===== src/rtl/disp_pkg.sv =====
// disp_pkg: shared resolution codes, frame sizes, FSM states and AXI read
// attributes for the display VRAM read path.
package disp_pkg;
    localparam logic [1:0] P_RESOL_VGA  = 2'b00;
    localparam logic [1:0] P_RESOL_XGA  = 2'b01;
    localparam logic [1:0] P_RESOL_SXGA = 2'b10;
    // Bursts per frame: pixels / 2 pixels per word / 16 words per burst.
    localparam int P_BURSTS_VGA  = 9600;
    localparam int P_BURSTS_XGA  = 24576;
    localparam int P_BURSTS_SXGA = 40960;
    localparam logic [2:0] P_ARSIZE       = 3'b011;
    localparam logic [1:0] P_ARBURST_INCR = 2'b01;
    typedef enum logic [1:0] {S_IDLE, S_WAITVS, S_ISSUE, S_DRAIN} state_t;
endpackage


===== src/rtl/disp_inflight_cnt.sv =====
// disp_inflight_cnt: beats requested but not yet received, plus the FIFO
// space reservation check used to gate each new read request.
module disp_inflight_cnt #(
    parameter int C_BURST_LEN  = 16,
    parameter int C_FIFO_DEPTH = 512,
    parameter int C_CNT_WIDTH  = 10
) (
    input  logic                   i_clk,
    input  logic                   i_rst,
    input  logic                   i_ar_hs,
    input  logic                   i_r_hs,
    input  logic [C_CNT_WIDTH-1:0] i_fifo_wcnt,
    output logic                   o_space_ok,
    output logic                   o_zero_nxt
);
    localparam int W = C_CNT_WIDTH + 2;
    logic [C_CNT_WIDTH-1:0] r_cnt, w_cnt;
    logic w_dec;
    // Saturate at zero: stray beats (e.g. after reset) never underflow.
    assign w_dec = i_r_hs && (r_cnt != '0 || i_ar_hs);
    assign w_cnt = r_cnt + (i_ar_hs ? C_CNT_WIDTH'(C_BURST_LEN) : '0) - C_CNT_WIDTH'(w_dec);
    assign o_zero_nxt = w_cnt == '0;
    // A handshake in this cycle is counted too, so back-to-back requests stay safe.
    assign o_space_ok = (W'(r_cnt) + W'(i_fifo_wcnt) + W'(C_BURST_LEN)
                         + (i_ar_hs ? W'(C_BURST_LEN) : W'(0))) <= W'(C_FIFO_DEPTH);
    always_ff @(posedge i_clk or posedge i_rst)
        if (i_rst) r_cnt <= '0;
        else       r_cnt <= w_cnt;
endmodule


===== src/rtl/disp_vramctrl.sv =====
// disp_vramctrl: per-frame AXI read-burst scheduler that fills the display
// FIFO from the framebuffer, one frame per VSTART.
module disp_vramctrl
    import disp_pkg::*;
#(
    parameter int C_AXI_DATA_WIDTH = 64,
    parameter int C_BURST_LEN      = 16,
    parameter int C_FIFO_DEPTH     = 512,
    parameter int C_CNT_WIDTH      = 10,
    parameter int C_BURSTS_VGA     = P_BURSTS_VGA,
    parameter int C_BURSTS_XGA     = P_BURSTS_XGA,
    parameter int C_BURSTS_SXGA    = P_BURSTS_SXGA
) (
    input  logic                   ACLK,
    input  logic                   ARESET,
    input  logic                   DISPON,
    input  logic [31:0]            DISPADDR,
    input  logic [1:0]             RESOL,
    input  logic                   VSTART,
    input  logic [C_CNT_WIDTH-1:0] FIFO_WCNT,
    output logic [31:0]            ARADDR,
    output logic [7:0]             ARLEN,
    output logic                   ARVALID,
    input  logic                   ARREADY,
    input  logic                   RVALID,
    input  logic                   RLAST,
    output logic                   RREADY,
    output logic                   BUSY,
    output logic                   FRAME_DONE,
    output logic                   VS_MISS
);
    localparam int L_BURST_BYTES = C_BURST_LEN * C_AXI_DATA_WIDTH / 8;
    state_t r_state, w_state;
    logic [31:0] r_base, r_araddr, w_araddr;
    logic [1:0]  r_resol;
    logic [15:0] r_burst_cnt, w_burst_cnt, w_cnt_nxt, w_total;
    logic r_arvalid, w_arvalid, r_busy, r_frame_done, w_frame_done, r_vs_miss, r_rready;
    logic w_ar_hs, w_r_hs, w_space_ok, w_zero_nxt, w_start;

    assign w_ar_hs   = r_arvalid & ARREADY;
    assign w_r_hs    = RVALID & r_rready;
    assign w_cnt_nxt = r_burst_cnt + 16'(w_ar_hs);
    assign w_start   = (r_state == S_WAITVS) && DISPON && VSTART;
    assign w_total   = r_resol == P_RESOL_XGA  ? 16'(C_BURSTS_XGA)  :
                       r_resol == P_RESOL_SXGA ? 16'(C_BURSTS_SXGA) : 16'(C_BURSTS_VGA);

    disp_inflight_cnt #(
        .C_BURST_LEN (C_BURST_LEN),
        .C_FIFO_DEPTH(C_FIFO_DEPTH),
        .C_CNT_WIDTH (C_CNT_WIDTH)
    ) u_inflight (
        .i_clk      (ACLK),
        .i_rst      (ARESET),
        .i_ar_hs    (w_ar_hs),
        .i_r_hs     (w_r_hs),
        .i_fifo_wcnt(FIFO_WCNT),
        .o_space_ok (w_space_ok),
        .o_zero_nxt (w_zero_nxt)
    );

    always_comb begin
        w_state      = r_state;
        w_arvalid    = 1'b0;
        w_araddr     = r_araddr;
        w_frame_done = 1'b0;
        w_burst_cnt  = r_burst_cnt;
        case (r_state)
            S_IDLE: begin
                w_araddr = '0;
                w_state  = DISPON ? S_WAITVS : S_IDLE;
            end
            S_WAITVS: begin
                w_state     = !DISPON ? S_IDLE : VSTART ? S_ISSUE : S_WAITVS;
                w_burst_cnt = w_start ? '0 : r_burst_cnt;
            end
            S_ISSUE: begin
                w_burst_cnt = w_cnt_nxt;
                // A stalled request keeps its address; otherwise prepare the next one.
                if (r_arvalid && !ARREADY)
                    w_arvalid = 1'b1;
                else if (w_cnt_nxt == w_total)
                    w_state = S_DRAIN;
                else begin
                    w_arvalid = w_space_ok;
                    w_araddr  = r_base + 32'(w_cnt_nxt) * 32'(L_BURST_BYTES);
                end
            end
            S_DRAIN:
                if (w_r_hs && RLAST && w_zero_nxt) begin
                    w_frame_done = 1'b1;
                    w_state      = DISPON ? S_WAITVS : S_IDLE;
                end
            default: w_state = S_IDLE;
        endcase
    end

    always_ff @(posedge ACLK or posedge ARESET)
        if (ARESET) begin
            r_state      <= S_IDLE;
            r_base       <= '0;
            r_resol      <= '0;
            r_burst_cnt  <= '0;
            r_arvalid    <= 1'b0;
            r_araddr     <= '0;
            r_busy       <= 1'b0;
            r_frame_done <= 1'b0;
            r_vs_miss    <= 1'b0;
            r_rready     <= 1'b0;
        end else begin
            r_state      <= w_state;
            r_burst_cnt  <= w_burst_cnt;
            r_arvalid    <= w_arvalid;
            r_araddr     <= w_araddr;
            r_busy       <= w_state == S_ISSUE || w_state == S_DRAIN;
            r_frame_done <= w_frame_done;
            r_vs_miss    <= VSTART && (r_state == S_ISSUE || r_state == S_DRAIN);
            r_rready     <= 1'b1;
            if (w_start) begin
                r_base  <= DISPADDR & 32'hFFFF_FF80;
                r_resol <= RESOL;
            end
        end

    assign ARADDR     = r_araddr;
    assign ARLEN      = 8'(C_BURST_LEN - 1);
    assign ARVALID    = r_arvalid;
    assign RREADY     = r_rready;
    assign BUSY       = r_busy;
    assign FRAME_DONE = r_frame_done;
    assign VS_MISS    = r_vs_miss;
endmodule

===== config.mk =====
export PLATFORM = sky130hd
export DESIGN_NAME = disp_vramctrl
export DESIGN_NICKNAME = d
export VERILOG_FILES = /design/src/rtl/disp_pkg.sv /design/src/rtl/disp_inflight_cnt.sv /design/src/rtl/disp_vramctrl.sv
export SDC_FILE = /design/constraint.sdc
export NUM_CORES = 1
export LEC_CHECK = 0
export CAP_MARGIN = 5
export CORE_MARGIN = 2
export CORE_UTILIZATION = 55
export CTS_CLUSTER_SIZE = 8
export DETAILED_ROUTE_END_ITERATION = 10
export HOLD_SLACK_MARGIN = 0.15
export PLACE_DENSITY = 0.81
export SETUP_SLACK_MARGIN = 0.05
export SLEW_MARGIN = 20
export SYNTH_ARGS = -nofsm -noshare
export SYNTH_HDL_FRONTEND = slang
export SYNTH_SLANG_ARGS = --single-unit

===== constraint.sdc =====
create_clock -name ACLK -period 4.9 [get_ports ACLK]
set_input_delay 0.98 -clock ACLK [delete_from_list [all_inputs] [get_ports ACLK]]
set_output_delay 0.98 -clock ACLK [all_outputs]
set_load 0.03 [all_outputs]

==> run metrics, run 1 <==
number of fill cells 894; Place WS -0.0259 ns; final worst setup slack 0.267 ns; Critical Path RT 5.16 ns; vias in the first global route 5,300; post-CTS setup buffers 0; DIE AREA 0.0120 sq mm; Detailed Route WL 14,500 um; hold crit path type reg -> reg; CTS root buffer clkbuf_8; Distinct cells, synth 76; Hold Buf Count CTS 0; Tightest Pin Transition 0.900 ns; status complete, no violations; clk sinks 85; IO Pins 96; TritonCTS clock tree done; register area share after synthesis 34.6%; Max Buffers Root-to-Sink 2; crit path buf inv count 3; Crit. End Element flip-flop; standby leakage power 3.20 nW; final clock skew 0.00548 ns; CTS resizes 0; H-tree Lvls 3; critical path cell sequence clkdlybuf4s50_1 > nand2_1 > inv_1 > ha_1 > ha_1 > nand2_1 > or4_4 > xnor2_1 > ha_1 > and3_1 > nand2_1 > a211o_1 > a21bo_2 > buf_4 > a21oi_1 > o21ai_0 > a32o_1; Worst slew margin 39.7%; WP data arrival 4.89 ns; crit share post-route 94.5%; Global Route Usage Sum 25.5%; max_cap viols 0; Placeable Area 0.0109 sq mm; Final Hold Viols 0; crit path max-delay cell type or4_4; Crit path largest cell delay 0.55 ns; via density per instance 5.99; Initial Util 56.4%; Yosys top cell area share 34.6%; Mapped Cells 670; post-synthesis cell type with the largest combined area dfrtp_1; max-slew violation count 0; register area 0.00213 sq mm; CP max FO 6; Synth async-reset ratio 100%; DIE HEIGHT 110 um; chip width 110 um; Routed Antenna Nets 0; drt drc 0; input/output buffers 73; Synth Register Bits 85; first-pass GRT wire length 24,200 um; Synth Warn # 0; Mean Syn Cell Area 9.17 sq um; Initial DRC Count 335; CP top delay family compound AO/OA/AOI/OAI gates; DPL Wire Length 10,700 um; Power Dens Cells 597 mW/mm^2; Layout Nets 833; diode count 0; pin count of the biggest net entering global routing 59; TritonRoute pass-1 iters 5; Top FF cell, synth dfrtp_1; CTS Buf Count 9; WL/cell 16.5 um; setup_tns 0 ns; RSZ-0062 raised after global routing true; multi-input logic area 0.00364 sq mm; area grow syn2layout 16.4%; overflow left after global routing 0; Mapped Area 0.00614 sq mm; Clk pin slew, worst setup/hold paths 0.08 ns; top cells by area, synth dfrtp_1 (35%), ha_1 (9.4%), mux2_2 (4.9%); initial antenna violation count 0; layout cells sized above 1 10.4%; Max Clk Rate 0.216 GHz; EDFF count, synth 0; most frequent cells in the layout dfrtp_1 (85), clkdlybuf4s50_1 (73), nand2_1 (60); Tot Pwr 0.00427 W; gp weighted congestion 0.929; VDD IR-drop max 0.411 mV; crit start category input pin; Final setup violation count 0; Setup CP Type in -> reg; # rows 38; clock latency on the worst-skew pair 0.37 ns; leading cell type in the layout, fill and taps excluded dfrtp_1; via count 5,256; Tmin final 4.63 ns
## metal layers
metal / track usage [%] / vias to the layer above / share of wire (%)
met1: 31.5 / 2532 / 43
met4: 8.95 / 0 / 1.8
met5: 0 / - / 0
met2: 44.3 / 164 / 51
li1: - / 2535 / -
met3: 5.16 / 25 / 4.6
## power by group
part / leakage (nW) / switching [W] / internal, W / total (W)
Clock: 0.106 / 0.000254 / 0.000277 / 0.000531
Combinational: 2.01 / 0.00141 / 0.00110 / 0.00251
Sequential: 1.08 / 0.000246 / 0.000980 / 0.00123
## through the flow
step / std cells / util (%) / hold WS [ns] / instance area, sq um
detailed placement: 862 / 63.7 / 0.468 / 6930
global placement: 862 / 63.7 / 0.464 / 6930
global route: 878 / 65.7 / 0.517 / 7150
floorplan: 684 / - / 0.474 / 6200
CTS: 878 / 65.6 / 0.488 / 7150
finish: 878 / 65.7 / 0.483 / 7150
## cells in the mapped netlist, types with 11 or more instances
master     n
mux2_2    27
inv_1     39
nand2b_1  11
o21ai_0   23
nand2_1   60
a21oi_1   34
buf_4     15
o31ai_1   15
ha_1      46
nand3_1   31
xnor2_1   23
nor3_1    13
clkbuf_1  18
nor4_1    13
a21o_1    11
nor2_1    25
dfrtp_1   85
xor2_1    16
## worst reg2reg max path: stages, from the launching register on
cell and delay, ns:
dfrtp_1 0.39, nand2_1 0.08, inv_1 0.07, ha_1 0.19, ha_1 0.23, nand2_1 0.19
or4_4 0.55, xnor2_1 0.18, ha_1 0.36, and3_1 0.19, nand2_1 0.06, a211o_1 0.31
a21bo_2 0.27, buf_4 0.16, a21oi_1 0.18, o21ai_0 0.13, a32o_1 0.29
## registers in the layout, indices dropped and copies added (netlist names)
| register | flops |
|---|---|
| RREADY | 1 |
| u_inflight.r_cnt | 10 |
| ARVALID | 1 |
| r_resol | 2 |
| r_base | 25 |
| ARADDR | 25 |
| VS_MISS | 1 |
| r_burst_cnt | 16 |
| r_state | 2 |
| BUSY | 1 |
| FRAME_DONE | 1 |
## layout make-up
class | count | area share (%)
clock inverter | 3 | 0.595
clock buffer | 13 | 2.36
timing repair buffer | 87 | 11.9
sequential | 85 | 29.7
inverter | 40 | 2.13
multi-input combinational | 510 | 50.9
tap | 140 | 2.45
## cells by family (layout without fill, tap and decap cells)
family	after synthesis	count (layout)	synth area share [%]
adder cells (fa/ha/maj)	49	49	10.3
XOR/XNOR	39	39	5.56
AND/OR/NAND/NOR	226	226	20.0
AO/OA/AOI/OAI	150	150	16.8
buffers and inverters	89	143	7.11
flip-flops	85	85	34.6
other	2	16	0.122
multiplexers	30	30	5.44
## worst paths after layout
| path | startpoint | end | slack, ns | depth (start not counted) |
|---|---|---|---|---|
| min | ARADDR[10] | ARADDR[10] | 0.48 | 2 |
| max in group asynchronous | ARESET | ARADDR[16] | 2.97 | 3 |
| min in group asynchronous | ARESET | BUSY | 1.07 | 2 |
| min reg2reg | ARADDR[10] | ARADDR[10] | 0.48 | 2 |
| max reg2reg | ARVALID | ARADDR[23] | 0.98 | 16 |
| max | ARREADY | ARADDR[23] | 0.27 | 17 |
Note: power is estimated with default switching activity, not from simulation.
==> run 2: changes to the inputs <==
--- a/config.mk
+++ b/config.mk
@@ -11,9 +11,10 @@
 export CTS_CLUSTER_SIZE = 8
 export DETAILED_ROUTE_END_ITERATION = 10
 export HOLD_SLACK_MARGIN = 0.15
-export PLACE_DENSITY = 0.81
+export PLACE_DENSITY = 0.82
 export SETUP_SLACK_MARGIN = 0.05
 export SLEW_MARGIN = 20
 export SYNTH_ARGS = -nofsm -noshare
 export SYNTH_HDL_FRONTEND = slang
+export SYNTH_HIERARCHICAL = 1
 export SYNTH_SLANG_ARGS = --single-unit
==> run 2 against run 1 <==
Clock power grew 7.3%. Flip-flop and latch count is the same. Critical path type unchanged. Count of clock-buffer cells in the layout decreased by 4. First-iteration DRC count down 29%. Synthesized cell count down 10%. Wire length decreased by 11%. Non-clock buffer count is 6 lower. Register-to-register slack better by 0.13 ns.
==> run metrics, run 2 <==
status complete, no violations; Hold Buf Count CTS 0 (unchanged); layout cells sized above 1 9.48% (-0.95 points); leading cell type in the layout, fill and taps excluded dfrtp_1; Top FF cell, synth dfrtp_1; max_cap viols 0 (unchanged); # rows 38 (unchanged); vias in the first global route 4,743 (-11%); commonest cells in the netlist dfrtp_1 (85), ha_1 (61), nand2_1 (48); Layout Nets 787 (-5.5%); clock latency on the worst-skew pair 0.37 ns (about the same); register area share after synthesis 35.5% (+0.90 points); Tightest Pin Transition 1.03 ns (+0.127 ns); multi-input logic area 0.00352 sq mm (-3.3%); Clk pin slew, worst setup/hold paths 0.10 ns (+0.02 ns); fin cells 815 (-7.2%); pin count of the biggest net entering global routing 48 (-19%); DIE HEIGHT 108 um (-1.2%); DIE AREA 0.0117 sq mm (-2.4%); DPL Wire Length 9740 um (-9.1%); area grow syn2layout 16.8%; Mapped Cells 602 (-10%); Reg2Reg Depth 17 (+1); top cells by area, synth dfrtp_1 (36%), ha_1 (13%), xnor2_1 (5.3%); WP data arrival 4.74 ns (-0.15 ns); Critical Path RT 5.17 ns (about the same); Detailed Route WL 13,000 um (-11%); Post-Place Cells 799 (-7.3%); setup_tns 0 ns (unchanged); Final setup violation count 0 (unchanged); chip width 108 um (-1.2%); standby leakage power 3.39 nW (+5.8%); Synth Warn # 6 (+6); Synth async-reset ratio 100% (unchanged); Hold Slack 0.513 ns (+0.0300 ns); Power Dens Cells 610 mW/mm^2 (+2.1%); Initial DRC Count 239 (-29%); worst hold stages 1 (-1); most frequent cells in the layout dfrtp_1 (85), clkdlybuf4s50_1 (73), ha_1 (61); via density per instance 5.72 (-4.4%); CTS resizes 0 (unchanged); register area 0.00213 sq mm (unchanged); input/output buffers 73 (unchanged); Mapped Area 0.00599 sq mm (-2.5%); R2R setup slack 1.11 ns (+0.13 ns); drt drc 0 (unchanged); diode count 0 (unchanged); Final Hold Viols 0 (unchanged); Distinct cells, synth 66 (-13%); IO Pins 96 (unchanged); max-slew violation count 0 (unchanged); crit path max-delay cell type clkdlybuf4s50_1; Tmin final 4.48 ns (-0.157 ns); post-CTS setup buffers 0 (unchanged); first-pass GRT wire length 21,600 um (-11%); Max Buffers Root-to-Sink 2 (unchanged); number of fill cells 866 (-3.1%); Yosys top cell area share 35.5% (+0.90 points); WL/cell 15.9 um (-3.6%); initial antenna violation count 0 (unchanged); hold crit path type reg -> reg; Crit path largest cell delay 0.47 ns (-0.08 ns); critical path cell sequence clkdlybuf4s50_1 > and2_1 > ha_1 > nand3_1 > nor3_1 > xnor2_1 > inv_1 > ha_1 > a21o_1 > nor3b_1 > nand3_1 > a311oi_1 > buf_4 > nor3_1 > xor2_1 > a22o_1; crit start category input pin; CTS root buffer clkbuf_8; Max Clk Rate 0.223 GHz (+3.5%); Tot Pwr 0.00426 W (-0.16%); Mean Syn Cell Area 9.95 sq um (+8.5%); TritonCTS clock tree done; Placeable Area 0.0107 sq mm (-1.3%); Routed Antenna Nets 0 (unchanged); post-synthesis cell type with the largest combined area dfrtp_1; EDFF count, synth 0 (unchanged); CP max FO 7 (+1); Initial Util 55.7% (-0.69 points); RSZ-0062 raised after global routing false; VDD IR-drop max 0.303 mV (-26%); TritonRoute pass-1 iters 5 (unchanged); gp weighted congestion 0.923 (-0.71%); CTS Buf Count 9 (unchanged); Worst slew margin 31.5% (-8.2 points); H-tree Lvls 3 (unchanged); Global Route Usage Sum 23.2% (-2.3 points); overflow left after global routing 0 (unchanged); crit share post-route 91.3% (-3.2 points); Setup CP Type in -> reg; Synth Register Bits 85 (unchanged); clk sinks 85 (unchanged); final clock skew 0.0181 ns (+0.0126 ns); Crit. End Element flip-flop; via count 4,665 (-11%); count leader, synth dfrtp_1
==> run 2: report_power, final <==
group,internal [W],switching [W]
sequential,0.000976,0.000211
combinational,0.00114,0.00137
clock,0.000294,0.000276
total,0.00241,0.00186
==> run 2: area by class of cell <==
class	instances	share of cell area, %
clock inverter	7	1.47
clock buffer	9	1.77
inverter	42	2.25
sequential	85	30.4
multi-input combinational	451	50.3
timing repair buffer	81	11.3
tap	140	2.50
==> run 2: worst paths after layout <==
kind / from / endpoint
worst max-delay path: ARREADY / ARADDR[31]
worst min-delay path: ARADDR[15] / ARADDR[15]
worst max register to register: u_inflight/r_cnt[9] / r_state[0]
worst min register to register: ARADDR[15] / ARADDR[15]
max in group asynchronous: ARESET / ARADDR[7]
min in group asynchronous: ARESET / u_inflight/r_cnt[9]
==> run 2: cells by family (layout without fill, tap and decap cells) <==
group                      count (synthesis)  after routing  synth area share [%]
buffers and inverters                     80            139                  6.60
adders and majority gates                 66             66                  14.4
AOI/OAI and AO/OA                        127            127                  15.1
muxes                                     30             30                  5.58
xor gates and xnor gates                  52             52                  8.07
and+or+nand+nor                          160            160                  14.6
DFF                                       85             85                  35.5
other                                      2             16                 0.125
==> run 2: critical path: cells and delay by family <==
| family | cells | cell delay, ns |
|---|---|---|
| AOI/OAI and AO/OA | 3 | 0.86 |
| xor gates and xnor gates | 2 | 0.37 |
| adders and majority gates | 2 | 0.56 |
| buffers and inverters | 3 | 0.76 |
| and+or+nand+nor | 6 | 1.20 |
==> run 2: per-stage QoR <==
stage	setup WS, ns	util, %	area [sq um]
floorplan	0.927	-	6040
global placement	0.239	63.0	6770
detailed placement	0.132	63.0	6770
CTS	0.477	65.1	7000
global route	0.179	65.1	7000
finish	0.424	65.1	7000
==> run 2: metal layers <==
metal	part of all wire [%]	routed length, um	track usage (%)
met5	0	0	0
met4	1.7	214	8.06
met3	4.7	615	4.10
met2	50	6510	39.9
met1	43	5620	29.5
